$ cat src/rtl/mips_pkg.sv
// ============================================================================
// Module  : mips_pkg
// Brief   : Shared constants, pipeline payload types and helpers for the MIPS core.
// Revision: 1.0 - initial release
// ============================================================================
`default_nettype none

package mips_pkg;

    localparam int          c_WORD_W    = 32;
    localparam logic [31:0] c_RESET_PC  = 32'h0000_3000;
    localparam logic [31:0] c_NOP_INSTR = 32'h0000_0000;
    localparam int          c_MAX_STALL = 2;

    typedef struct packed {
        logic [c_WORD_W-1:0] pc;
        logic [c_WORD_W-1:0] instr;
        logic                valid;
    } fd_t;

    typedef struct packed {
        logic [c_WORD_W-1:0] instr;
        logic                valid;
    } de_payload_t;

    function automatic logic [c_WORD_W-1:0] sat_inc(input logic [c_WORD_W-1:0] v);
        return (v == {c_WORD_W{1'b1}}) ? v : v + c_WORD_W'(1);
    endfunction

endpackage

`default_nettype wire

$ cat src/rtl/pipe_reg.sv
// ============================================================================
// Module  : pipe_reg
// Brief   : Generic pipeline register: clr loads CLR_VAL, en=0 holds.
// Revision: 1.0 - initial release
// ============================================================================
`default_nettype none

module pipe_reg #(
    parameter int           W       = 32,
    parameter logic [W-1:0] CLR_VAL = '0
) (
    input  logic         clk,
    input  logic         en,
    input  logic         clr,
    input  logic [W-1:0] d,
    output logic [W-1:0] q
);

    logic [W-1:0] r_q;

    // clr wins over en so a reset or bubble always lands regardless of hold
    always_ff @(posedge clk) begin
        if (clr) begin
            r_q <= CLR_VAL;
        end else if (en) begin
            r_q <= d;
        end
    end

    assign q = r_q;

endmodule

`default_nettype wire

$ cat src/rtl/pipe_front_regs.sv
// ============================================================================
// Module  : pipe_front_regs
// Brief   : PC, F/D and D/E registers with stall/bubble control and counters.
// Revision: 1.0 - initial release
// ============================================================================
`default_nettype none

module pipe_front_regs
    import mips_pkg::*;
#(
    parameter logic [31:0] RESET_PC  = mips_pkg::c_RESET_PC,
    parameter logic [31:0] NOP_INSTR = mips_pkg::c_NOP_INSTR,
    parameter int          MAX_STALL = mips_pkg::c_MAX_STALL
) (
    input  logic                clk,
    input  logic                reset,
    input  logic                stall,
    input  logic [c_WORD_W-1:0] F_npc,
    input  logic [c_WORD_W-1:0] F_instr,
    output logic [c_WORD_W-1:0] F_pc,
    output logic [c_WORD_W-1:0] D_pc,
    output logic [c_WORD_W-1:0] D_instr,
    output logic                D_valid,
    output logic [c_WORD_W-1:0] E_pc,
    output logic [c_WORD_W-1:0] E_instr,
    output logic                E_valid,
    output logic [c_WORD_W-1:0] bubble_cnt,
    output logic                stall_err
);

    localparam fd_t         c_FD_CLR  = '{pc: RESET_PC, instr: NOP_INSTR, valid: 1'b0};
    localparam de_payload_t c_DE_CLR  = '{instr: NOP_INSTR, valid: 1'b0};
    localparam int          c_RUN_W   = $clog2(MAX_STALL + 2);
    localparam logic [c_RUN_W-1:0] c_RUN_LIM = c_RUN_W'(MAX_STALL);
    localparam logic [c_RUN_W-1:0] c_RUN_SAT = c_RUN_W'(MAX_STALL + 1);

    fd_t         w_fd_d;
    fd_t         w_fd_q;
    de_payload_t w_de_d;
    de_payload_t w_de_q;

    logic [c_WORD_W-1:0] r_bubble_cnt;
    logic [c_RUN_W-1:0]  r_run_cnt;
    logic                r_stall_err;

    assign w_fd_d = '{pc: F_pc, instr: F_instr, valid: 1'b1};
    assign w_de_d = '{instr: w_fd_q.instr, valid: w_fd_q.valid};

    pipe_reg #(.W(c_WORD_W), .CLR_VAL(RESET_PC)) u_pc_reg (
        .clk (clk),
        .en  (~stall),
        .clr (reset),
        .d   (F_npc),
        .q   (F_pc)
    );

    pipe_reg #(.W($bits(fd_t)), .CLR_VAL(c_FD_CLR)) u_fd_reg (
        .clk (clk),
        .en  (~stall),
        .clr (reset),
        .d   (w_fd_d),
        .q   (w_fd_q)
    );

    // E_pc is split out so a bubble still carries the stalled instruction's PC
    pipe_reg #(.W(c_WORD_W), .CLR_VAL(RESET_PC)) u_de_pc_reg (
        .clk (clk),
        .en  (1'b1),
        .clr (reset),
        .d   (w_fd_q.pc),
        .q   (E_pc)
    );

    pipe_reg #(.W($bits(de_payload_t)), .CLR_VAL(c_DE_CLR)) u_de_reg (
        .clk (clk),
        .en  (1'b1),
        .clr (reset | stall),
        .d   (w_de_d),
        .q   (w_de_q)
    );

    always_ff @(posedge clk) begin
        if (reset) begin
            r_bubble_cnt <= '0;
            r_run_cnt    <= '0;
            r_stall_err  <= 1'b0;
        end else if (stall) begin
            r_bubble_cnt <= sat_inc(r_bubble_cnt);
            if (r_run_cnt != c_RUN_SAT) begin
                r_run_cnt <= r_run_cnt + c_RUN_W'(1);
            end
            if (r_run_cnt == c_RUN_LIM) begin
                r_stall_err <= 1'b1;
            end
        end else begin
            r_run_cnt <= '0;
        end
    end

    assign D_pc       = w_fd_q.pc;
    assign D_instr    = w_fd_q.instr;
    assign D_valid    = w_fd_q.valid;
    assign E_instr    = w_de_q.instr;
    assign E_valid    = w_de_q.valid;
    assign bubble_cnt = r_bubble_cnt;
    assign stall_err  = r_stall_err;

endmodule

`default_nettype wire
$ cat config.mk
export PLATFORM = sky130hd
export DESIGN_NAME = pipe_front_regs
export DESIGN_NICKNAME = d
export VERILOG_FILES = /design/src/rtl/mips_pkg.sv /design/src/rtl/pipe_reg.sv /design/src/rtl/pipe_front_regs.sv
export SDC_FILE = /design/constraint.sdc
export NUM_CORES = 1
export LEC_CHECK = 0
export ABC_AREA = 1
export CAP_MARGIN = 0
export CORE_ASPECT_RATIO = 0.9
export CORE_MARGIN = 5
export CORE_UTILIZATION = 38
export DETAILED_ROUTE_END_ITERATION = 6
export PLACE_DENSITY = 0.71
export SLEW_MARGIN = 20
export SYNTH_ARGS = -nofsm -noshare
export SYNTH_HDL_FRONTEND = slang
export SYNTH_SLANG_ARGS = --single-unit
$ cat constraint.sdc
create_clock -name clk -period 3.9 [get_ports clk]
set_input_delay 0.39 -clock clk [delete_from_list [all_inputs] [get_ports clk]]
set_output_delay 0.39 -clock clk [all_outputs]
set_load 0.02 [all_outputs]
==> flow_metrics.env <==
export IMPL_status="complete, no violations"
export IMPL_cts_root_buf="clkbuf_16"
export IMPL_finish_utilization_pct=57.9
export IMPL_start_kind="primary input"
export IMPL_yosysSeqAreaShare_pct=58.1
export IMPL_rsz0062_at_grt="false"
export IMPL_clk_path_buf_depth=2
export IMPL_setup_violations=0
export IMPL_worstPathMaxFanout=40
export IMPL_drc=0
export IMPL_ys_flop_type="dfxtp_1"
export IMPL_ys_ff_latch=197
export IMPL_cts_made_buffers=17
export IMPL_gp_congestion=0.853
export IMPL_stdcell_area_mm2=0.0102
export IMPL_top_usage_layer="met2"
export IMPL_setup_ws_ns=1.48
export IMPL_vias=6248
export IMPL_yosys_area_top_type_share_pct=58.1
export IMPL_grt_util_met1_pct=23.7
export IMPL_io_pins=262
export IMPL_clk_pin_slew_ns=0.07
export IMPL_fmax_ghz=0.413
export IMPL_grt_pass1_wl_um=32900
export IMPL_drv_slew=0
export IMPL_synth_edf_count=0
export IMPL_num_fill_cells=1612
export IMPL_tns_ns=0
export IMPL_grt_use_met3_pct=11.0
export IMPL_grt_usage_pct=20.5
export IMPL_vias_per_cell=4.62
export IMPL_hpwl_um=15300
export IMPL_die_w_um=151
export IMPL_drive_above_1_share_pct=4.95
export IMPL_h_tree_depth=4
export IMPL_drtIter0Drc=445
export IMPL_syn2layout_area_growth_pct=50.2
export IMPL_initial_core_util_pct=38.6
export IMPL_syn_inst=848
export IMPL_gr_total_overflow=0
export IMPL_cts_sinks=197
export IMPL_cts_resized=0
export IMPL_use_met2_pct=33.3
export IMPL_synth_top_cells_by_area="dfxtp_1 (58%), nand2_1 (7.9%), nor2_1 (7.9%)"
export IMPL_vdd_drop_max_mv=0.310
export IMPL_place_port_buffers=261
export IMPL_syn_cell_area_mm2=0.00679
export IMPL_wirelength_um=21000
export IMPL_synth_warnings=0
export IMPL_cpPeakStageDelay_ns=0.71
export IMPL_grt_pass1_vias=6109
export IMPL_worst_pin_slew_ns=0.985
export IMPL_path_class="in2reg"
export IMPL_row_count=46
export IMPL_postRouteAntennaNets=0
export IMPL_yosys_cell_count_top_type="dfxtp_1"
export IMPL_grt_max_degree=65
export IMPL_die_y_um=137
export IMPL_timing_final_crit_share_pct=62.1
export IMPL_post_drt_wl_per_cell_um=15.6
export IMPL_async_flop_share_pct=0
export IMPL_drv_cap=0
export IMPL_dr_pass1_iters=5
export IMPL_fin_skew_ns=0.0134
export IMPL_crit_slowest_cell="clkdlybuf4s50_1"
export IMPL_nets=1167
export IMPL_clock_latency_ns=0.43
export IMPL_cp_end_kind="flip-flop"
export IMPL_hold_buffers=0
export IMPL_syn_avg_cell_area_um2=8.01
export IMPL_place_ws_ns=1.08
export IMPL_cts_tree="built"
export IMPL_grt_antenna_before_repair=1
export IMPL_postSynthNetCount=918
export IMPL_critical_path_arrival_ns=2.69
export IMPL_fin_crit_ns=2.42
export IMPL_hold_viol=0
export IMPL_reg2reg_slack_ns=1.85
export IMPL_synthTopCellsByCount="dfxtp_1 (197), nand2_1 (143), nor2_1 (143), inv_1 (127), o21ai_0 (63)"
export IMPL_p_leak_nw=3.87
export IMPL_placed_cell_area_mm2=0.00958
export IMPL_hold_class="in2reg"
export IMPL_crit_required_ns=4.17
export IMPL_ys_types=24
export IMPL_die_area_mm2=0.0207
export IMPL_synth_top_area_cell="dfxtp_1"
export IMPL_path_cells="clkdlybuf4s50_1, inv_1, nor2_2, inv_2, buf_4, o22ai_1"
export IMPL_pwr_density_cell_mw_per_mm2=431
export IMPL_post_cts_buffers=0
export IMPL_fp_coreArea_mm2=0.0176
export IMPL_slew_headroom_pct=34.3
final cells by class:
| cell class | count | area [um^2] | area share, % |
|---|---|---|---|
| diodes | 1 | 2.50 | 0.0245 |
| clock buffers | 18 | 429 | 4.21 |
| clock inverters | 14 | 193 | 1.89 |
| inverters | 127 | 477 | 4.67 |
| multi-input cells | 487 | 2210 | 21.6 |
| flip-flops and latches | 197 | 3940 | 38.7 |
| well taps | 240 | 300 | 2.94 |
| repair buffers | 267 | 2650 | 26.0 |
critical path: cells and delay by family:
family | cells | cell delay, ns
buffers and inverters | 4 | 2.00
AO/OA/AOI/OAI | 1 | 0.16
AND/OR/NAND/NOR | 1 | 0.11
per-stage QoR:
| stage | hold slack [ns] | total power [mW] | instances |
|---|---|---|---|
| after floorplan | 0.472 | 2.36 | 848 |
| after global placement | 0.436 | 2.61 | 1318 |
| after detailed placement | 0.436 | 2.62 | 1318 |
| after CTS | 0.345 | 4.44 | 1350 |
| after global routing | 0.337 | 4.57 | 1351 |
| final | 0.341 | 4.39 | 1351 |
cell usage in the layout (no fill, tap or decap), types with 6 or more instances in the layout:
cell and instances:
a21oi_1 35, buf_4 6, clkbuf_16 17, clkdlybuf4s50_1 260, dfxtp_1 197, inv_1 125
nand2_1 143, nand3_1 35, nand4_1 14, nor2_1 142, nor2_2 8, o21ai_0 63
o22ai_1 30
registers in the layout (all words and copies together) (netlist names):
signal         flops
u_fd_reg.q        65
u_de_reg.q        33
bubble_cnt        32
u_de_pc_reg.q     32
u_pc_reg.q        32
r_run_cnt          2
stall_err          1
final timing paths:
path,cells after the start,from,endpoint
worst max register to register,10,bubble_cnt[0],bubble_cnt[2]
worst max-delay path,6,stall,u_fd_reg.q[62]
worst min-delay path,2,reset,u_de_pc_reg.q[3]
worst min register to register,2,u_fd_reg.q[36],u_de_pc_reg.q[3]
metal layers:
metal  share of wire (%)  wire length (um)
met3                  12              2450
met4                 1.4               295
met1                  39              8300
met2                  47              9980
met5                   0                 0
logic make-up (layout without fill, tap and decap cells):
logic type,count (synthesis),after routing,share of synthesized area (%)
XOR/XNOR,1,1,0.129
AND/OR/NAND/NOR,352,352,21.4
AO/OA/AOI/OAI,131,131,10.3
flip-flops,197,197,58.1
buffers and inverters,164,426,9.58
adder cells (fa/ha/maj),3,3,0.553
other,0,1,0
report_power, final:
part / total [mW] / internal [mW] / switching [mW] / leakage, nW
Combinational: 0.451 / 0.210 / 0.242 / 1.96
Sequential: 2.12 / 2.08 / 0.0357 / 1.61
Clock: 1.83 / 0.983 / 0.843 / 0.301
Total: 4.39 / 3.27 / 1.12 / 3.87
(Power assumes the default switching activity.)
